## src/rtl/alu_pkg.sv

```systemverilog
// Shared ALU definitions: operation codes used by the control stage and the
// execute stage, plus the execute-stage FSM state type.
package alu_pkg;

  typedef enum logic [3:0] {
    ALU_AND = 4'b0000,
    ALU_OR  = 4'b0001,
    ALU_ADD = 4'b0010,
    ALU_XOR = 4'b0011,
    ALU_SUB = 4'b0110,
    ALU_SLT = 4'b0111,
    ALU_SLL = 4'b1000,
    ALU_SRL = 4'b1001,
    ALU_SRA = 4'b1010,
    ALU_MUL = 4'b1100
  } alu_op_e;

  typedef enum logic {
    ST_IDLE     = 1'b0,
    ST_MUL_BUSY = 1'b1
  } alu_state_e;

endpackage

```

## src/rtl/alu_mul_seq.sv

```systemverilog
// Iterative shift-add multiplier: one partial-product step per cycle, XLEN
// steps, low XLEN bits of the product. done pulses for one cycle once the
// product is final.
module alu_mul_seq #(
  parameter int unsigned XLEN = 32
) (
  input  logic            clk,
  input  logic            reset,
  input  logic            start,
  input  logic [XLEN-1:0] op_a,
  input  logic [XLEN-1:0] op_b,
  output logic            done,
  output logic [XLEN-1:0] product
);

  localparam int unsigned CW = $clog2(XLEN + 1);

  logic [XLEN-1:0] mcand;
  logic [XLEN-1:0] mplier;
  logic [XLEN-1:0] acc;
  logic [CW-1:0]   cnt;
  logic            busy;

  // Load operands on start, then add/shift once per cycle until XLEN steps done
  always_ff @(posedge clk) begin
    if (reset) begin
      mcand  <= '0;
      mplier <= '0;
      acc    <= '0;
      cnt    <= '0;
      busy   <= 1'b0;
      done   <= 1'b0;
    end else begin
      done <= 1'b0;
      if (start) begin
        mcand  <= op_a;
        mplier <= op_b;
        acc    <= '0;
        cnt    <= '0;
        busy   <= 1'b1;
      end else if (busy) begin
        if (mplier[0]) begin
          acc <= acc + mcand;
        end
        mcand  <= mcand << 1;
        mplier <= mplier >> 1;
        cnt    <= cnt + 1'b1;
        if (cnt == CW'(XLEN - 1)) begin
          busy <= 1'b0;
          done <= 1'b1;
        end
      end
    end
  end

  assign product = acc;

endmodule

```

## src/rtl/alu_exec.sv

```systemverilog
// ALU execute stage with valid/ready handshakes on both sides.
// Single-cycle ops register their result the cycle after accept.
// Optional macro ALU_EXEC_MUL_EN adds an iterative multiplier (code 1100);
// without it code 1100 is reported as illegal and the FSM is IDLE only.
module alu_exec
  import alu_pkg::*;
#(
  parameter int unsigned XLEN = 32
) (
  input  logic            clk,
  input  logic            reset,
  input  logic            in_valid,
  output logic            in_ready,
  input  logic [3:0]      alu_ctrl,
  input  logic [XLEN-1:0] op_a,
  input  logic [XLEN-1:0] op_b,
  output logic            out_valid,
  input  logic            out_ready,
  output logic [XLEN-1:0] result,
  output logic            zero,
  output logic            illegal
);

  logic            accept;
  logic [XLEN-1:0] alu_res;
  logic            alu_ill;

  assign accept = in_valid && in_ready;

  // Single-cycle datapath: logic, arithmetic, compare and shifts
  always_comb begin
    alu_res = '0;
    alu_ill = 1'b0;
    case (alu_ctrl)
      ALU_AND: alu_res = op_a & op_b;
      ALU_OR:  alu_res = op_a | op_b;
      ALU_ADD: alu_res = op_a + op_b;
      ALU_XOR: alu_res = op_a ^ op_b;
      ALU_SUB: alu_res = op_a - op_b;
      ALU_SLT: alu_res = {{(XLEN-1){1'b0}}, ($signed(op_a) < $signed(op_b))};
      ALU_SLL: alu_res = op_a << op_b[4:0];
      ALU_SRL: alu_res = op_a >> op_b[4:0];
      ALU_SRA: alu_res = $signed(op_a) >>> op_b[4:0];
`ifdef ALU_EXEC_MUL_EN
      ALU_MUL: alu_res = '0;
`endif
      default: begin
        alu_res = '0;
        alu_ill = 1'b1;
      end
    endcase
  end

`ifdef ALU_EXEC_MUL_EN
  alu_state_e      state;
  logic            mul_start;
  logic            mul_done;
  logic [XLEN-1:0] mul_product;

  assign mul_start = accept && (alu_ctrl == ALU_MUL);
  assign in_ready  = (state == ST_IDLE) && (!out_valid || out_ready);

  alu_mul_seq #(
    .XLEN(XLEN)
  ) u_mul (
    .clk     (clk),
    .reset   (reset),
    .start   (mul_start),
    .op_a    (op_a),
    .op_b    (op_b),
    .done    (mul_done),
    .product (mul_product)
  );

  // Control FSM with registered outputs; MUL parks in MUL_BUSY until done
  always_ff @(posedge clk) begin
    if (reset) begin
      state     <= ST_IDLE;
      out_valid <= 1'b0;
      result    <= '0;
      zero      <= 1'b0;
      illegal   <= 1'b0;
    end else begin
      case (state)
        ST_IDLE: begin
          if (mul_start) begin
            state     <= ST_MUL_BUSY;
            out_valid <= 1'b0;
          end else if (accept) begin
            out_valid <= 1'b1;
            result    <= alu_res;
            zero      <= (alu_res == '0);
            illegal   <= alu_ill;
          end else if (out_ready) begin
            out_valid <= 1'b0;
          end
        end
        ST_MUL_BUSY: begin
          if (mul_done) begin
            state     <= ST_IDLE;
            out_valid <= 1'b1;
            result    <= mul_product;
            zero      <= (mul_product == '0);
            illegal   <= 1'b0;
          end
        end
        default: state <= ST_IDLE;
      endcase
    end
  end
`else
  // With only the IDLE state the state register folds away entirely
  assign in_ready = !out_valid || out_ready;

  // Output register: load on accept, clear valid once consumed
  always_ff @(posedge clk) begin
    if (reset) begin
      out_valid <= 1'b0;
      result    <= '0;
      zero      <= 1'b0;
      illegal   <= 1'b0;
    end else if (accept) begin
      out_valid <= 1'b1;
      result    <= alu_res;
      zero      <= (alu_res == '0);
      illegal   <= alu_ill;
    end else if (out_ready) begin
      out_valid <= 1'b0;
    end
  end
`endif

endmodule

```

## config.mk

```make
export PLATFORM = sky130hd
export DESIGN_NAME = alu_exec
export DESIGN_NICKNAME = d
export VERILOG_FILES = /design/src/rtl/alu_pkg.sv /design/src/rtl/alu_mul_seq.sv /design/src/rtl/alu_exec.sv
export SDC_FILE = /design/constraint.sdc
export NUM_CORES = 1
export LEC_CHECK = 0
export CAP_MARGIN = 20
export CORE_ASPECT_RATIO = 1.2
export CORE_MARGIN = 2
export CORE_UTILIZATION = 40
export DETAILED_ROUTE_END_ITERATION = 8
export GPL_ROUTABILITY_DRIVEN = 0
export PLACE_DENSITY_LB_ADDON = 0.2
export SETUP_SLACK_MARGIN = 0.2
export SYNTH_ARGS = -nofsm -noshare
export SYNTH_HDL_FRONTEND = slang
export SYNTH_HIERARCHICAL = 1
export SYNTH_SLANG_ARGS = --single-unit
```

## constraint.sdc

```tcl
create_clock -name clk -period 4.8 [get_ports clk]
set_clock_uncertainty 0.15 [all_clocks]
set_input_delay 0.48 -clock clk [delete_from_list [all_inputs] [get_ports clk]]
set_output_delay 0.48 -clock clk [all_outputs]
set_load 0.005 [all_outputs]
```

==> results of run 1 <==
-- worst reg2reg max path, delay by kind of cell, from the launching register on --
family	cells	cell delay, ns
DFF	1	0.30
and+or+nand+nor	8	1.99
AOI/OAI and AO/OA	3	0.67
-- through the flow --
| stage | hold slack (ns) | util, % | std cells | cell area (sq um) |
|---|---|---|---|---|
| 2_1_floorplan | 0.298 | - | 1652 | 12200 |
| 3_3_place_gp | 0.294 | 46.9 | 2155 | 14200 |
| 3_5_place_dp | 0.300 | 46.9 | 2155 | 14200 |
| 4_1_cts | 0.307 | 47.4 | 2162 | 14300 |
| 5_1_grt | 0.320 | 47.5 | 2162 | 14400 |
| 6_report | 0.303 | 47.5 | 2162 | 14400 |
-- cells by family (layout without fill, tap and decap cells) --
family	Yosys count	after routing
AOI/OAI and AO/OA	522	522
and+or+nand+nor	551	551
muxes	160	160
xor gates and xnor gates	20	20
buffers and inverters	260	374
adders and majority gates	104	104
DFF	35	35
-- what timing repair did --
action | 4_1_cts | 5_1_grt
endpoints found under the hold margin | 0 | 0
pin swaps | 0 | 1
hold buffers | 0 | 0
gates resized for setup | 2 | 8
setup endpoints to repair | 1 | 1
-- layer usage --
layer / share of wire (%) / wire (um) / track usage, %
met3: 11 / 6260 / 6.54
met5: 0.028 / 16 / 0
met4: 7.8 / 4460 / 20.8
met2: 44 / 25200 / 55.0
met1: 37 / 21300 / 43.7
-- synth_stat cells, types with 13 or more instances --
cell and n:
a211o_1 14, a211oi_1 42, a21o_1 19, a21oi_1 100, a31oi_1 21, and2_1 13
buf_1 19, buf_2 31, clkbuf_1 71, dfxtp_1 35, ha_1 102, inv_1 109
mux2_2 31, mux2i_1 68, mux4_2 60, nand2_1 123, nand2b_1 16, nand3_1 40
nand4_1 23, nor2_1 173, nor2b_1 21, nor3_1 50, nor4_1 15, o211ai_1 27
o21ai_0 82, o221ai_1 21, o22ai_1 26, o31ai_1 13, or3_1 14, xnor2_1 15
-- worst paths after layout --
kind | startpoint | end | slack [ns] | cells past startpoint
max reg2reg | out_valid | zero | 1.64 | 11
min reg2reg | result[25] | result[25] | 0.30 | 2
min | result[25] | result[25] | 0.30 | 2
max | op_a[0] | zero | 0.32 | 15
-- flip-flops by register name, indices dropped and copies added, names as in the netlist --
name and flops:
result 32, out_valid 1, zero 1, illegal 1
-- power by group --
group	total, mW	switching (mW)	internal (mW)
clock network	0.316	0.114	0.202
registers	0.328	0.0123	0.316
logic	1.62	0.970	0.649
-- layout make-up --
class / count / area share, %
sequential: 35 / 4.88
timing repair buffer: 254 / 15.5
multi-input combinational: 1357 / 72.2
inverter: 113 / 2.95
clock buffer: 6 / 0.967
tap: 396 / 3.45
clock inverter: 1 / 0.0349
-- layout by cell type (no fill, tap or decap), types with 60 or more instances in the layout --
| cell type | synthesis | layout |
|---|---|---|
| a21oi_1 | 100 | 100 |
| buf_4 | 10 | 144 |
| clkdlybuf4s50_1 | 0 | 102 |
| ha_1 | 102 | 101 |
| inv_1 | 109 | 109 |
| mux2i_1 | 68 | 68 |
| mux4_2 | 60 | 60 |
| nand2_1 | 123 | 123 |
| nor2_1 | 173 | 173 |
| o21ai_0 | 82 | 82 |
==> results.tsv, run 1 <==
stage	metric	value	unit
outcome	status	finished clean	
logic_synthesis	synth-compound-area-share	30.5	%
detailed_routing	drc	0	
cells_and_area	layout.nets	1942	
logic_synthesis	yosysWarnings	6	
worst_hold_path	min_path_type	register to register	
sta	tightest_slew	0.986	ns
sta	min_period	4.48	ns
power_and_ir_drop	pwr_density_cell	158	nW/um^2
setup_path	cp_cell_sequence	clkdlybuf4s50_1, inv_1, ha_1, fa_1, o21bai_2, a2111oi_4, nor2_1, o2111ai_1, a21boi_2, o21ai_0, a211oi_2, nand4_1, nor4_2, and4_1, a31o_1	
grt	grt_max_degree	73	
cts	cts_tree	yes	
cells_and_area	multi_input_area	10400	sq um
cts	clkLatencyLatePin	0.28	ns
die	coreArea	30200	sq um
die	die_area	31900	sq um
grt	antenna_found_initial	1	
logic_synthesis	synth.largest_area_cell	mux4_2	
sta	rsz0062_at_grt	no	
detailed_routing	wl	57200	um
setup_path	cp_data_required_time	4.88	ns
cts	cts_buffer_depth	2	
die	row_count	70	
logic_synthesis	ys_ff_latch	35	
cts	clkTransAtPathRegs	0.05	ns
sta	drv_slew	0	
sta	tns	0	ns
detailed_routing	firstDrtPassIters	7	
logic_synthesis	yosys.area_share.xor_xnor	1.44	%
logic_synthesis	yosys.area_share.simple	22.2	%
cells_and_area	nFillCells	3068	
cts	cts_sinks	35	
logic_synthesis	synth.cell_area	12200	sq um
detailed_routing	routedWlPerCell	26.5	um
logic_synthesis	synthTopCellsByArea	mux4_2 (11%), ha_1 (10%), dfxtp_1 (5.7%)	
logic_synthesis	avgSynthCellArea	7.38	sq um
logic_synthesis	synth_adder_area_share	10.8	%
setup_path	path_buf_inv	2	
logic_synthesis	netlist-cell-type-count	104	
logic_synthesis	synth_top_family_by_area	compound AO/OA/AOI/OAI gates	
logic_synthesis	muxShareOfSynthArea	19.6	%
setup_path	cp_data_arrival_time	4.55	ns
cts	htreeDepth	2	
setup_path	worstSetupPathType	input pin to register	
logic_synthesis	synthCells	1652	
sta	final.period_utilization	93.3	%
detailed_routing	drt_first_iter_violations	2187	
cells_and_area	drive_above_1_share	16.9	%
placement	dp_hpwl	45500	um
placement	post-place-ws	-0.257	ns
detailed_routing	avgViaCountPerCell	6.89	
setup_path	max_stage_delay	0.59	ns
setup_path	crit_slowest_cell	clkdlybuf4s50_1	
logic_synthesis	async_reset_ff_share	0	%
placement	portBuffers	107	
cells_and_area	seq_area	701	sq um
power_and_ir_drop	power	2.26	mW
logic_synthesis	yosysSeqAreaShare	5.75	%
cts	cts_made_buffers	5	
logic_synthesis	synth_top_area_share	11.1	%
power_and_ir_drop	ir_worst_vdd	0.000209	V
setup_path	crit_fanout	6	
die	start_util	40.3	%
grt	grt_pass1_vias	13800	
cells_and_area	area_growth	17.8	%
setup_path	cp-start-kind	input pin	
cts	cts_setup_buffers	0	
grt	overflow	0	
sta	finalWorstSetupSlack	0.322	ns
sta	setup_violations	0	
grt	grt_usage	34.8	%
die	die_h	195	um
logic_synthesis	syn_nets	1828	
grt	grt_pass1_wl	84900	um
detailed_routing	antenna_left	0	
sta	finalHoldViolCount	0	
logic_synthesis	synth_edf_count	0	
power_and_ir_drop	p_leak	5.92	nW
sta	fmax	0.223	GHz
cts	cts-root-buf	clkbuf_16	
sta	slew_headroom	33.8	%
setup_path	path_delay_family	compound AO/OA/AOI/OAI gates	
die	ios	108	
logic_synthesis	synthFlopType	dfxtp_1	
die	die_w	163	um
flow_run	max-cap-violations	0	
cells_and_area	diodes	0	
detailed_routing	vias	14900	
setup_path	endpoint_kind	register	
Power figures use the tool's default switching activity.
==> inputs of run 2 (changes only) <==
- TNS_END_PERCENT: not set -> 100
==> results of run 2 <==
No change in the layout: final DEF, timing and power equal those of run 1.
==> inputs of run 3 (changes only) <==
- RECOVER_POWER: not set -> 25
==> run 3 against run 2 <==
  * Clock-buffer cell count did not move
  * Sequential share of layout area barely moved
  * Clock power barely moved
  * Power fell by 0.22%
  * Maximum frequency rose by 0.63%
  * Hold slack got worse by 0.0043 ns
  * Setup slack improved by 0.028 ns
  * Die area did not move
  * Core utilization barely moved
  * Cell count did not move
  * Non-clock buffer count did not move
  * Largest power group unchanged
==> results.tsv, run 3 (synthesis gave the netlist of run 1 again) <==
stage	metric	value	unit	change
cells_and_area	drive_above_1_share	16.8	%	-0.057 points
cells_and_area	area_growth	17.8	%	about the same
cts	cts_tree	yes		
die	die_h	195	um	unchanged
setup_path	cp-startpoint	op_a[0]		
setup_path	endpoint_kind	register		
cells_and_area	final_cell_mix	nor2_1 (173), buf_4 (143), nand2_1 (123)		
grt	overflow	0		unchanged
grt	grt_pass1_wl	84900	um	unchanged
cts	cts-root-buf	clkbuf_16		
power_and_ir_drop	ir_worst_vdd	0.000208	V	-0.21%
cells_and_area	diodes	0		unchanged
detailed_routing	vias	14800		-0.40%
grt	grt_max_degree	73		unchanged
cells_and_area	fin_area	14400	sq um	about the same
cts	htreeDepth	2		unchanged
sta	setup_violations	0		unchanged
placement	dp.cells	2155		unchanged
die	die_w	163	um	unchanged
setup_path	crit_slowest_cell	clkdlybuf4s50_1		
sta	drv_slew	0		unchanged
outcome	status	finished clean		
cells_and_area	layout_commonest_cell	nor2_1		
grt	antenna_found_initial	1		unchanged
placement	portBuffers	107		unchanged
power_and_ir_drop	pwr_density_cell	157	nW/um^2	-0.20%
setup_path	cp_data_arrival_time	4.52	ns	-0.03 ns
cts	cts_sinks	35		unchanged
detailed_routing	avgViaCountPerCell	6.86		-0.40%
sta	final.period_utilization	92.7	%	-0.58 points
power_and_ir_drop	power	2.26	mW	-0.22%
detailed_routing	firstDrtPassIters	6		-1
sta	fmax	0.225	GHz	+0.63%
cts	cts_buffer_depth	2		unchanged
sta	tns	0	ns	unchanged
sta	slew_headroom	6.04	%	-28 points
cts	clkTransAtPathRegs	0.05	ns	about the same
detailed_routing	drc	0		unchanged
die	row_count	70		unchanged
placement	post-place-ws	-0.257	ns	unchanged
cells_and_area	layout.nets	1942		unchanged
die	coreArea	30200	sq um	unchanged
sta	tightest_slew	1.41	ns	+0.423 ns
setup_path	rr_startpoint	out_valid		
setup_path	rrSetupSlack	1.61	ns	-0.03 ns
detailed_routing	drt_first_iter_violations	2048		-6.4%
detailed_routing	routedWlPerCell	26.4	um	about the same
power_and_ir_drop	p_leak	5.95	nW	+0.61%
sta	rsz0062_at_grt	no		
sta	min_period	4.45	ns	-0.0280 ns
cells_and_area	top_register	result		
cts	clkLatencyLatePin	0.28	ns	about the same
sta	finalWorstSetupSlack	0.350	ns	+0.0280 ns
worst_hold_path	hp-start	illegal		
setup_path	cp_data_required_time	4.87	ns	about the same
setup_path	crit_fanout	6		unchanged
cts	cts_made_buffers	5		unchanged
die	ios	108		unchanged
cells_and_area	largest_reg_flops	32		unchanged
setup_path	max_stage_delay	0.59	ns	about the same
placement	dp_hpwl	45500	um	unchanged
setup_path	worstSetupPathType	input pin to register		
placement	placed_cell_area	14200	sq um	unchanged
grt	grt_pass1_vias	13800		unchanged
die	die_area	31900	sq um	unchanged
setup_path	cp-start-kind	input pin		
grt	grt_usage	34.8	%	unchanged
worst_hold_path	min_path_type	register to register		
setup_path	cp_cell_sequence	clkdlybuf4s50_1, inv_1, ha_1, fa_1, o21bai_2, a2111oi_4, nor2_1, o2111ai_1, a21boi_2, o21ai_0, a211oi_2, nand4_1, nor4_2, and4_1, a31o_1		
detailed_routing	antenna_left	0		unchanged
flow_run	max-cap-violations	0		unchanged
die	start_util	40.3	%	unchanged
detailed_routing	wl	57200	um	about the same
cells_and_area	final_cells	2162		unchanged
sta	finalHoldViolCount	0		unchanged
run 3: critical path: cells and delay by family:
kind | cells | cell delay (ns)
compound gates | 7 | 1.73
fa+ha+maj | 2 | 0.67
buf+inv | 2 | 0.70
simple gates | 4 | 0.95
run 3: layout make-up:
type | count | area (sq um)
Inverter | 113 | 424
Timing Repair Buffer | 254 | 2230
Tap cell | 396 | 495
Clock inverter | 1 | 5.00
Multi-Input combinational cell | 1357 | 10400
Fill cell | 3070 | 15900
Clock buffer | 6 | 139
Sequential cell | 35 | 701
run 3: stage by stage:
step,util (%),hold slack [ns]
CTS,47.4,0.307
global route,47.5,0.318
finish,47.5,0.298
floorplan,-,0.298
global placement,46.9,0.294
detailed placement,46.9,0.300
run 3: power breakdown:
| part | switching [mW] | internal (mW) | total, mW |
|---|---|---|---|
| clock | 0.113 | 0.202 | 0.315 |
| combinational | 0.971 | 0.645 | 1.62 |
| sequential | 0.0118 | 0.316 | 0.328 |
| total | 1.10 | 1.16 | 2.26 |
run 3: layer usage:
layer | vias to the layer above | track usage [%] | wire, um
met5 | - | 0 | 16
met4 | 2 | 20.8 | 4510
met3 | 326 | 6.54 | 6300
met2 | 1121 | 55.0 | 25100
met1 | 6918 | 43.7 | 21300
li1 | 6470 | - | -
run 3: final timing paths:
path,cells past startpoint,endpoint
min reg2reg,2,illegal
min,2,illegal
max reg2reg,11,zero
max,15,zero
run 3: what timing repair did:
item | CTS | global route
setup buffers | 0 | 0
endpoints found under the setup margin | 1 | 1
pin swaps | 0 | 1
hold buffers | 0 | 0
resized for setup | 2 | 8
